File: config.mk
export PLATFORM = sky130hd
export DESIGN_NAME = ram_bus_bridge
export DESIGN_NICKNAME = d
export VERILOG_FILES = /design/src/rtl/ram_bus_bridge.sv
export SDC_FILE = /design/constraint.sdc
export NUM_CORES = 1
export LEC_CHECK = 0
export BUFFER_PORTS_ARGS = -buffer_cell sky130_fd_sc_hd__buf_4
export CAP_MARGIN = 40
export CORE_ASPECT_RATIO = 0.75
export CORE_MARGIN = 3
export CORE_UTILIZATION = 25
export DETAILED_ROUTE_END_ITERATION = 8
export PLACE_DENSITY_LB_ADDON = 0.15
export SYNTH_ARGS = -nofsm -noshare
export SYNTH_HDL_FRONTEND = slang
export SYNTH_SLANG_ARGS = --single-unit
export TNS_END_PERCENT = 10
File: constraint.sdc
create_clock -name clk -period 2.35 [get_ports clk]
set_input_delay 0.1175 -clock clk [delete_from_list [all_inputs] [get_ports clk]]
set_output_delay 0.1175 -clock clk [all_outputs]
set_load 0.02 [all_outputs]
File: src/rtl/ram_bus_bridge.sv
// ram_bus_bridge: picorv32 native memory bus to single-port word RAM, with window decode and sticky error.
// Optional RAM_BUS_BRIDGE_RDATA_REG_EN registers ram_q before returning it (3-cycle transaction).
module ram_bus_bridge #(
    parameter int unsigned ADDR_W   = 16,
    parameter logic [31:0] BASE     = 32'h0000_0000,
    parameter logic [31:0] ERR_DATA = 32'hDEAD_BEEF
) (
    input  logic              clk,
    input  logic              rst,
    input  logic              mem_valid,
    input  logic              mem_instr,
    input  logic [31:0]       mem_addr,
    input  logic [31:0]       mem_wdata,
    input  logic [3:0]        mem_wstrb,
    output logic              mem_ready,
    output logic [31:0]       mem_rdata,
    output logic              ram_ce,
    output logic [3:0]        ram_wr,
    output logic [31:0]       ram_d,
    output logic [ADDR_W-1:0] ram_addr,
    input  logic [31:0]       ram_q,
    output logic              err,
    output logic [31:0]       err_addr
);

    localparam logic [32:0] WIN_BYTES = 33'd4 << ADDR_W;

    typedef enum logic [2:0] {
        IDLE,
        RESP,
        RESP_ERR,
        CAPTURE,
        CAPTURE_ERR
    } state_t;

    state_t      state;
    state_t      state_next;
    logic [31:0] offset;
    logic        in_window;
    logic        accept_bad;
    logic        is_read;
`ifdef RAM_BUS_BRIDGE_RDATA_REG_EN
    logic [31:0] rdata_q;
`endif

    logic unused_bits;
    assign unused_bits = &{1'b0, mem_instr, offset[1:0]};

    // Unsigned subtraction makes addresses below BASE wrap to large offsets.
    assign offset    = mem_addr - BASE;
    assign in_window = {1'b0, offset} < WIN_BYTES;
    assign ram_addr  = offset[ADDR_W+1:2];
    assign ram_d     = mem_wdata;

    always_comb begin
        state_next = state;
        ram_ce     = 1'b0;
        ram_wr     = '0;
        mem_ready  = 1'b0;
        mem_rdata  = '0;
        accept_bad = 1'b0;
        case (state)
            IDLE: begin
                if (mem_valid) begin
                    if (in_window) begin
                        ram_ce = 1'b1;
                        ram_wr = mem_wstrb;
`ifdef RAM_BUS_BRIDGE_RDATA_REG_EN
                        state_next = CAPTURE;
`else
                        state_next = RESP;
`endif
                    end else begin
                        accept_bad = 1'b1;
`ifdef RAM_BUS_BRIDGE_RDATA_REG_EN
                        state_next = CAPTURE_ERR;
`else
                        state_next = RESP_ERR;
`endif
                    end
                end
            end
            CAPTURE:     state_next = RESP;
            CAPTURE_ERR: state_next = RESP_ERR;
            RESP: begin
                mem_ready  = 1'b1;
`ifdef RAM_BUS_BRIDGE_RDATA_REG_EN
                mem_rdata  = rdata_q;
`else
                mem_rdata  = is_read ? ram_q : '0;
`endif
                state_next = IDLE;
            end
            RESP_ERR: begin
                mem_ready  = 1'b1;
                mem_rdata  = is_read ? ERR_DATA : '0;
                state_next = IDLE;
            end
            default: state_next = IDLE;
        endcase
        // Reset wins even over a response already in flight.
        if (rst) begin
            ram_ce     = 1'b0;
            ram_wr     = '0;
            mem_ready  = 1'b0;
            mem_rdata  = '0;
            accept_bad = 1'b0;
        end
    end

    always_ff @(posedge clk) begin
        if (rst) begin
            state    <= IDLE;
            err      <= 1'b0;
            err_addr <= '0;
            is_read  <= 1'b0;
`ifdef RAM_BUS_BRIDGE_RDATA_REG_EN
            rdata_q  <= '0;
`endif
        end else begin
            state <= state_next;
            if (state == IDLE && mem_valid)
                is_read <= (mem_wstrb == 4'b0000);
            if (accept_bad && !err) begin
                err      <= 1'b1;
                err_addr <= mem_addr;
            end
`ifdef RAM_BUS_BRIDGE_RDATA_REG_EN
            if (state == CAPTURE)
                rdata_q <= is_read ? ram_q : '0;
`endif
        end
    end

endmodule
==> out/results.ini <==
[grt]
grt-ovfl-total=0
grt_pass1_wl_mm=10.1
antenna_found_initial=0
grt_max_degree=63
grt_pass1_vias=2090
grt_usage_pct=11.5

[drt]
ant_nets=0
wl_per_cell_microns=12.6
via_count=2214
drc=0
drt_iter0_drc=100
via_per_inst=4.19
drt-total-wl_mm=6.65
drtPass1Iterations=4

[cts]
cts.sink_count=36
htree_levels=2
worstSkewPairLatency_ns=0.27
cts-buffers-inserted=5
postCtsSetupRepairBufs=0
clkTransAtPathRegs_ns=0.06
ctsRootBufferMaster=clkbuf_16
ctsHoldBuffers=0
cts_resized=0
clk_path_buf_depth=2
cts_tree=yes

[power]
pwr-share-seq_pct=38.4
p_int_mw=1.28
switching_share_pct=27.3
ir_worst_vdd_mv=0.304
clkPwrFrac_pct=38.0
cellPowerDensity_nw_per_um2=513
leakagePower_nw=1.62
power.total_mw=1.76
share_comb_of_total_power_pct=23.6
switching_power_mw=0.480

[setup_path]
crit_fanout=9
arrival_ns=1.93
required_ns=2.23
rr_worst_depth=6
critPathKind=register to primary output
critPathCaptureType=primary output
startpoint_type=register

[synthesis]
synth_area_leaders=dfxtp_1, buf_4, nand2_1, mux2i_1, a21oi_1
synth_edf_count=0
syn_area_per_cell_sq_um=7.79
synth_top_area_cell=dfxtp_1
synth_most_common_cell=nand2_1
syn_area_sq_um=2330
synth-seq-cells=36
synth_cells=299
yosysSeqAreaShare_pct=30.9
synth_warnings=0
netlist_top_cells_count=nand2_1, buf_4, dfxtp_1, mux2i_1, a21oi_1
synthFlopType=dfxtp_1
ys_async_sr_fraction_pct=0
ys_types=29
synth_top_area_share_pct=30.9
synth_nets=407

[timing]
finalCritPeriodShare_pct=87.1
setup_ws_ns=0.304
slew_headroom_pct=60.2
finalSetupTns_ns=0
rsz0062_at_grt=false
tightest_slew_ns=0.597
setup_viol=0
finalHoldViolCount=0
layout_min_cycle_time_ns=2.05
worst_clock_skew_ns=0.00434
drv_slew=0
max_clock_freq_ghz=0.489

[outcome]
status=completed

[final_layout]
drive_above_1_share_pct=43.2
fin_util_pct=39.2
fill_cells=931
final_area_sq_um=3430
area.growth.synth_to_final_pct=47.2
antennaDiodeCount=0
nets=512

[hold_path]
hold_path_class=input pin to register
whs_path_depth=2

[die]
die_w_microns=117
die-area_sq_um=10500
io_pins=223
start_util_pct=26.6
die_height_microns=89.6
core_area_sq_um=8740
rows=29

[placed_design]
io_buffers=157
globalplace.congestion=0.701
dp_hpwl_mm=5.10
dp_slack_ns=0.583
placed_area_sq_um=3280

[flow_run]
drv_cap=0

[final cells by class]
type / count / area (sq um) / share of cell area [%]
flip-flops and latches: 36 / 721 / 21.0
inverters: 10 / 37.5 / 1.09
clock inverters: 1 / 7.51 / 0.219
repair buffers: 163 / 1240 / 36.1
clock buffers: 7 / 143 / 4.16
well taps: 124 / 155 / 4.53
multi-input cells: 188 / 1130 / 32.9
[worst paths after layout]
check	startpoint	endpoint	slack (ns)
max	state[0]$_SDFFE_PP0P_	mem_rdata[17]	0.30
min	rst	is_read$_SDFFE_PP0P_	0.07
max reg2reg	state[0]$_SDFFE_PP0P_	err_addr[0]$_SDFFE_PP0P_	0.58
min reg2reg	err_addr[4]$_SDFFE_PP0P_	err_addr[4]$_SDFFE_PP0P_	0.45
[flip-flops by register name, summed over array words and instances (netlist names)]
name and count:
is_read 1, state 2, err 1, err_addr 32
[cell usage in the layout (no fill, tap or decap), types with 5 or more instances in the layout]
cell | Yosys | layout
a21oi_1 | 25 | 25
and3_1 | 8 | 8
buf_4 | 49 | 162
clkbuf_16 | 0 | 5
dfxtp_1 | 36 | 36
inv_1 | 9 | 9
mux2i_1 | 29 | 29
nand2_1 | 90 | 90
[per-layer routing]
metal	part of all wire [%]	track usage, %	up-vias
li1	-	-	1147
met3	7.3	3.94	10
met1	46	15.4	984
met2	46	17.8	73
met4	0.66	3.19	0
met5	0	0	-
[through the flow]
step	std cells	hold WS [ns]
floorplan	299	0.260
global placement	521	0.235
detailed placement	521	0.235
CTS	529	0.0604
global route	529	0.0742
finish	529	0.0690
[power by group through the flow]
stage	Sequential (mW)	Combinational, mW	Clock [mW]
5_1_grt	0.680	0.450	0.718
4_1_cts	0.675	0.421	0.694
2_1_floorplan	0.735	0.252	0
3_5_place_dp	0.687	0.421	0
6_report	0.675	0.416	0.668
3_3_place_gp	0.686	0.420	0
[worst max-delay path, stage by stage, from the launching register on]
cell and delay [ns]:
dfxtp_1 0.38, inv_1 0.09, ha_1 0.35, nand2_1 0.28, inv_1 0.20, and3_1 0.21, buf_4 0.15
[cell families (layout without fill, tap and decap cells)]
| logic type | after synthesis | after routing | synth area share [%] |
|---|---|---|---|
| multiplexers | 29 | 29 | 12.5 |
| AND/OR/NAND/NOR | 120 | 120 | 24.0 |
| AO/OA/AOI/OAI | 35 | 35 | 9.83 |
| adder cells (fa/ha/maj) | 4 | 4 | 2.15 |
| buffers and inverters | 75 | 181 | 20.6 |
| flip-flops | 36 | 36 | 30.9 |
Note: power is estimated with default switching activity, not from simulation.
